$ cat config.mk
export PLATFORM = sky130hd
export DESIGN_NAME = cmp_result_tally_flat
export DESIGN_NICKNAME = d
export VERILOG_FILES = /design/src/rtl/cmp_result_tally_if.sv /design/src/rtl/cmp_result_tally.sv /design/src/flat_wrapper.sv
export SDC_FILE = /design/constraint.sdc
export NUM_CORES = 1
export LEC_CHECK = 0
export BUFFER_PORTS_ARGS = -buffer_cell sky130_fd_sc_hd__buf_2
export CORE_MARGIN = 10
export CORE_UTILIZATION = 25
export CTS_CLUSTER_DIAMETER = 200
export CTS_CLUSTER_SIZE = 40
export DETAILED_ROUTE_END_ITERATION = 6
export REMOVE_ABC_BUFFERS = 1
export SETUP_SLACK_MARGIN = 0.4
export SLEW_MARGIN = 15
export SYNTH_ARGS = -nofsm -noshare
export SYNTH_HDL_FRONTEND = slang
export SYNTH_SLANG_ARGS = --single-unit
export TNS_END_PERCENT = 1
$ cat constraint.sdc
create_clock -name clk -period 4.2 [get_ports clk]
set_input_delay 0.21 -clock clk [delete_from_list [all_inputs] [get_ports clk]]
set_output_delay 0.21 -clock clk [all_outputs]
set_load 0.1 [all_outputs]
$ cat src/rtl/cmp_result_tally_if.sv
// Result-line bundle between the 2-bit comparator, its driver and the tally monitor.
// Latency: none, wires only.
// Backpressure: none; the monitor accepts a sample whenever in_valid is high in RUN.
interface cmp_result_tally_if #(
  parameter int CNT_W = 8
);
  logic             start;
  logic             in_valid;
  logic             F1;
  logic             F2;
  logic             F3;
  logic             busy;
  logic             done;
  logic [CNT_W-1:0] gt_cnt;
  logic [CNT_W-1:0] eq_cnt;
  logic [CNT_W-1:0] lt_cnt;
  logic [CNT_W-1:0] err_cnt;
  logic [CNT_W-1:0] streak;
  logic             alarm;

  modport master (
    output start, in_valid, F1, F2, F3,
    input  busy, done, gt_cnt, eq_cnt, lt_cnt, err_cnt, streak, alarm
  );

  modport slave (
    input  start, in_valid, F1, F2, F3,
    output busy, done, gt_cnt, eq_cnt, lt_cnt, err_cnt, streak, alarm
  );
endinterface

$ cat src/rtl/cmp_result_tally.sv
// Tallies comparator results (gt/eq/lt/malformed) over a window, tracks run length, raises a sticky alarm.
// Latency: one cycle; a sample accepted at an edge is visible right after it, and done follows the last sample.
// Backpressure: none; every in_valid cycle in RUN is consumed, and inputs are ignored in IDLE and DONE.
module cmp_result_tally #(
  parameter int CNT_W     = 8,
  parameter int WINDOW    = 16,
  parameter int STREAK_TH = 4
) (
  input logic               clk,
  input logic               rst_n,
  cmp_result_tally_if.slave bus
);
  localparam int IDX_W = $clog2(WINDOW + 1);
  localparam logic [CNT_W-1:0] TH       = CNT_W'(STREAK_TH);
  localparam logic [IDX_W-1:0] LAST_IDX = IDX_W'(WINDOW - 1);

  typedef enum logic [1:0] {IDLE, RUN, DONE} state_t;
  typedef enum logic [1:0] {K_NONE, K_GT, K_EQ, K_LT} kind_t;

  state_t           state;
  kind_t            kind;
  kind_t            prev_kind;
  logic [IDX_W-1:0] idx;
  logic [CNT_W-1:0] gt_q, eq_q, lt_q, err_q, streak_q;
  logic [CNT_W-1:0] streak_nxt;
  logic             busy_q, done_q, alarm_q;

  // Counters stick at all-ones instead of wrapping.
  function automatic logic [CNT_W-1:0] sat_inc(input logic [CNT_W-1:0] v);
    return (v == {CNT_W{1'b1}}) ? v : v + CNT_W'(1);
  endfunction

  // Decode the result triple; anything not exactly one-hot is malformed.
  always_comb begin
    kind = K_NONE;
    case ({bus.F1, bus.F2, bus.F3})
      3'b100:  kind = K_GT;
      3'b010:  kind = K_EQ;
      3'b001:  kind = K_LT;
      default: kind = K_NONE;
    endcase
  end

  // Run length if this sample is well formed; prev_kind is K_NONE after an error so a new run starts at 1.
  always_comb begin
    streak_nxt = CNT_W'(1);
    if (kind == prev_kind) streak_nxt = sat_inc(streak_q);
  end

  // Window control FSM plus all tallies, with registered busy/done.
  always_ff @(posedge clk) begin
    if (!rst_n) begin
      state     <= IDLE;
      prev_kind <= K_NONE;
      idx       <= '0;
      gt_q      <= '0;
      eq_q      <= '0;
      lt_q      <= '0;
      err_q     <= '0;
      streak_q  <= '0;
      alarm_q   <= 1'b0;
      busy_q    <= 1'b0;
      done_q    <= 1'b0;
    end else begin
      case (state)
        IDLE: begin
          done_q <= 1'b0;
          busy_q <= 1'b0;
          if (bus.start) begin
            state     <= RUN;
            busy_q    <= 1'b1;
            prev_kind <= K_NONE;
            idx       <= '0;
            gt_q      <= '0;
            eq_q      <= '0;
            lt_q      <= '0;
            err_q     <= '0;
            streak_q  <= '0;
            alarm_q   <= 1'b0;
          end
        end
        RUN: begin
          if (bus.in_valid) begin
            if (kind != K_NONE) begin
              case (kind)
                K_GT:    gt_q <= sat_inc(gt_q);
                K_EQ:    eq_q <= sat_inc(eq_q);
                K_LT:    lt_q <= sat_inc(lt_q);
                default: ;
              endcase
              streak_q  <= streak_nxt;
              prev_kind <= kind;
              if (streak_nxt == TH) alarm_q <= 1'b1;
            end else begin
              err_q     <= sat_inc(err_q);
              streak_q  <= '0;
              prev_kind <= K_NONE;
            end
            idx <= idx + IDX_W'(1);
            if (idx == LAST_IDX) begin
              state  <= DONE;
              busy_q <= 1'b0;
              done_q <= 1'b1;
            end
          end
        end
        DONE: begin
          done_q <= 1'b0;
          busy_q <= 1'b0;
          state  <= IDLE;
        end
        default: state <= IDLE;
      endcase
    end
  end

  assign bus.busy    = busy_q;
  assign bus.done    = done_q;
  assign bus.gt_cnt  = gt_q;
  assign bus.eq_cnt  = eq_q;
  assign bus.lt_cnt  = lt_q;
  assign bus.err_cnt = err_q;
  assign bus.streak  = streak_q;
  assign bus.alarm   = alarm_q;
endmodule

$ cat src/flat_wrapper.sv
// flat-port wrapper written by rule: the top's interface ports become plain ports
module cmp_result_tally_flat 
#(
  parameter int CNT_W     = 8,
  parameter int WINDOW    = 16,
  parameter int STREAK_TH = 4
)
  (clk, rst_n, bus_start, bus_in_valid, bus_F1, bus_F2, bus_F3, bus_busy, bus_done, bus_gt_cnt, bus_eq_cnt, bus_lt_cnt, bus_err_cnt, bus_streak, bus_alarm);
  cmp_result_tally_if #(.CNT_W(CNT_W)) bus_i ();
  input logic clk;
  input logic rst_n;
  input wire logic [$bits(bus_i.start)-1:0] bus_start;
  input wire logic [$bits(bus_i.in_valid)-1:0] bus_in_valid;
  input wire logic [$bits(bus_i.F1)-1:0] bus_F1;
  input wire logic [$bits(bus_i.F2)-1:0] bus_F2;
  input wire logic [$bits(bus_i.F3)-1:0] bus_F3;
  output wire logic [$bits(bus_i.busy)-1:0] bus_busy;
  output wire logic [$bits(bus_i.done)-1:0] bus_done;
  output wire logic [$bits(bus_i.gt_cnt)-1:0] bus_gt_cnt;
  output wire logic [$bits(bus_i.eq_cnt)-1:0] bus_eq_cnt;
  output wire logic [$bits(bus_i.lt_cnt)-1:0] bus_lt_cnt;
  output wire logic [$bits(bus_i.err_cnt)-1:0] bus_err_cnt;
  output wire logic [$bits(bus_i.streak)-1:0] bus_streak;
  output wire logic [$bits(bus_i.alarm)-1:0] bus_alarm;
  assign bus_i.start = bus_start;
  assign bus_i.in_valid = bus_in_valid;
  assign bus_i.F1 = bus_F1;
  assign bus_i.F2 = bus_F2;
  assign bus_i.F3 = bus_F3;
  assign bus_busy = bus_i.busy;
  assign bus_done = bus_i.done;
  assign bus_gt_cnt = bus_i.gt_cnt;
  assign bus_eq_cnt = bus_i.eq_cnt;
  assign bus_lt_cnt = bus_i.lt_cnt;
  assign bus_err_cnt = bus_i.err_cnt;
  assign bus_streak = bus_i.streak;
  assign bus_alarm = bus_i.alarm;
  cmp_result_tally #(.CNT_W(CNT_W), .WINDOW(WINDOW), .STREAK_TH(STREAK_TH)) u_core (.clk(clk), .rst_n(rst_n), .bus(bus_i));
endmodule
==> results.sh <==
export IMPL_status="completed"
export IMPL_fp_dieW_um=127
export IMPL_maxCapViolCount=0
export IMPL_worstPathCellList="inv_1 -> ha_1 -> mux2i_1 -> or2_1 -> o41a_1 -> or4_1 -> a21oi_1"
export IMPL_h_tree_depth=2
export IMPL_slew_headroom=0.322
export IMPL_drt_initial_drc_count=200
export IMPL_synth_edf_count=0
export IMPL_wl_mm=7.38
export IMPL_clk_pin_slew_worst_paths_ns=0.08
export IMPL_firstDrtPassIters=4
export IMPL_layout_area_overhead_vs_synth_pct=18.2
export IMPL_fillers=1155
export IMPL_cts_tree="built"
export IMPL_finClkSkew_ns=0.00831
export IMPL_cts_root_to_sink_buffers=2
export IMPL_required_ns=4.41
export IMPL_arrival_ns=3.17
export IMPL_drc=0
export IMPL_yosysTopAreaCell="dfxtp_1"
export IMPL_cts_root_buf="clkbuf_16"
export IMPL_hold_viol=0
export IMPL_ios=50
export IMPL_cpPeakStageDelay_ns=0.64
export IMPL_power_total_mw=1.12
export IMPL_num_vias=2693
export IMPL_dp_hpwl_mm=5.52
export IMPL_start_util=0.258
export IMPL_layout_common_cells="52 x dfxtp_1, 49 x buf_2, 35 x nand2_1"
export IMPL_synth_area_leaders="dfxtp_1 37%, ha_1 4.8%, nand2_1 4.6%, nand3_1 3.7%, nor2_1 3.4%"
export IMPL_grt_pass1_vias=2488
export IMPL_hp_class="input port to flop"
export IMPL_synth_area_per_cell_um2=8.21
export IMPL_synth_yosys_seq_area_share=0.367
export IMPL_grt_start_max_net_pins=28
export IMPL_synthArstFlopShare=0
export IMPL_synth_warnings=0
export IMPL_period_minus_slack_ns=2.96
export IMPL_cts_resized=0
export IMPL_cts_setup_buffers=0
export IMPL_rsz0062_at_grt="no"
export IMPL_slowest_stage="o41a_1"
export IMPL_grt_overflow=0
export IMPL_worst_pin_slew_ns=1.01
export IMPL_yosysUniqueCellTypes=52
export IMPL_io_buffers=49
export IMPL_antenna_found_initial=1
export IMPL_rows=38
export IMPL_worstPathMaxFanout=15
export IMPL_netlist_instances=346
export IMPL_setup_viol=0
export IMPL_leakagePower_nw=1.34
export IMPL_antenna_cells=0
export IMPL_clk_latency_ns=0.30
export IMPL_crit_path_start_kind="flop"
export IMPL_grt_use_total=0.0894
export IMPL_finalMaxSlewViolations=0
export IMPL_powerDensity_nw_per_um2=333
export IMPL_wire_per_inst_um=14.0
export IMPL_cts_made_buffers=5
export IMPL_netlist_area_leader_share=0.367
export IMPL_ys_seq_elements=52
export IMPL_ant_nets=0
export IMPL_cp_end_kind="flop"
export IMPL_period_share=0.705
export IMPL_final_common_cell="dfxtp_1"
export IMPL_syn_cell_area_um2=2840
export IMPL_final_layout_size_suffix_gt1_frac=0.173
export IMPL_clock_sinks=52
export IMPL_hold_buffers=0
export IMPL_worstSetupPathType="flop to flop"
export IMPL_ir_worst_vdd_v=0.000159
export IMPL_drt_vias_per_instance=5.11
export IMPL_dieArea_um2=16000
export IMPL_die_y_um=127
export IMPL_place_gp_congestion=0.760
export IMPL_fin_util=0.305
export IMPL_grt_pass1_wl_mm=12.2
export IMPL_tns_ns=0
export IMPL_fin_nets=404
export IMPL_synth_flop_cell="dfxtp_1"
export IMPL_timing_fmax_mhz=338
export IMPL_coreArea_um2=11000
area by class of cell:
cell class              instances  area [µm²]  share of cell area
clock inverters                 3        26.3             0.00783
clock buffers                   5         125              0.0373
inverters                       8        30.0             0.00895
multi-input cells             268        1700               0.506
repair buffers                 51         260              0.0776
flip-flops and latches         52        1040               0.310
well taps                     140         175              0.0522
worst max-delay path, delay by kind of cell, from the launching register on:
kind | cells | cell delay, ns
AND/OR/NAND/NOR | 2 | 0.96
AO/OA/AOI/OAI | 2 | 0.79
adder cells (fa/ha/maj) | 1 | 0.49
flip-flops | 1 | 0.32
multiplexers | 1 | 0.19
buffers and inverters | 1 | 0.12
power by group:
part | internal, mW | switching, mW | leakage (nW) | total, mW
clock | 0.226 | 0.197 | 0.0744 | 0.423
sequential | 0.500 | 0.00671 | 0.419 | 0.507
combinational | 0.0512 | 0.135 | 0.850 | 0.186
total | 0.777 | 0.339 | 1.34 | 1.12
cells in the mapped netlist, types with 9 or more instances:
library cell,number
nand4_1,11
ha_1,11
nand3_1,21
nand2_1,35
o21ai_0,15
clkbuf_1,14
nor2b_1,9
a21oi_1,19
xor2_1,11
and3_1,11
dfxtp_1,52
a21boi_0,10
nor2_1,26
state kept, by name, indices dropped and copies added (netlist names):
register,flops
u_core.idx,5
u_core.bus.busy,1
u_core.bus.alarm,1
u_core.bus.done,1
u_core.bus.eq_cnt,8
u_core.bus.err_cnt,8
u_core.bus.streak,8
u_core.prev_kind,2
u_core.state,2
u_core.bus.lt_cnt,8
u_core.bus.gt_cnt,8
cells by family after synthesis:
| group | share of synthesized area |
|---|---|
| XOR/XNOR | 0.0370 |
| multiplexers | 0.0176 |
| adder cells (fa/ha/maj) | 0.0485 |
| buffers and inverters | 0.0357 |
| AND/OR/NAND/NOR | 0.305 |
| flip-flops | 0.367 |
| AO/OA/AOI/OAI | 0.190 |
per-stage QoR:
stage / area [µm²] / hold WS [ns] / instances / setup WS [ns]
global placement: 3200 / 0.475 / 519 / 1.42
finish: 3350 / 0.216 / 527 / 1.24
global route: 3350 / 0.226 / 527 / 0.975
floorplan: 2770 / 0.327 / 328 / 1.55
CTS: 3350 / 0.211 / 527 / 1.23
detailed placement: 3200 / 0.483 / 519 / 1.25
metal layers:
layer  share of wire  track usage
met5               0            0
met4           0.013       0.0248
met3           0.074       0.0375
met2            0.45        0.141
met1            0.46        0.109
path summary, 6_finish.rpt:
kind / start / end / depth (start not counted) / slack (ns)
worst max-delay path: u_core.state[1] / u_core.bus.lt_cnt[5] / 7 / 1.24
worst min-delay path: bus_in_valid / u_core.state[1] / 3 / 0.22
worst max register to register: u_core.state[1] / u_core.bus.lt_cnt[5] / 7 / 1.24
worst min register to register: u_core.bus.alarm / u_core.bus.alarm / 2 / 0.49
No activity file was read; power rests on OpenSTA's default activity.
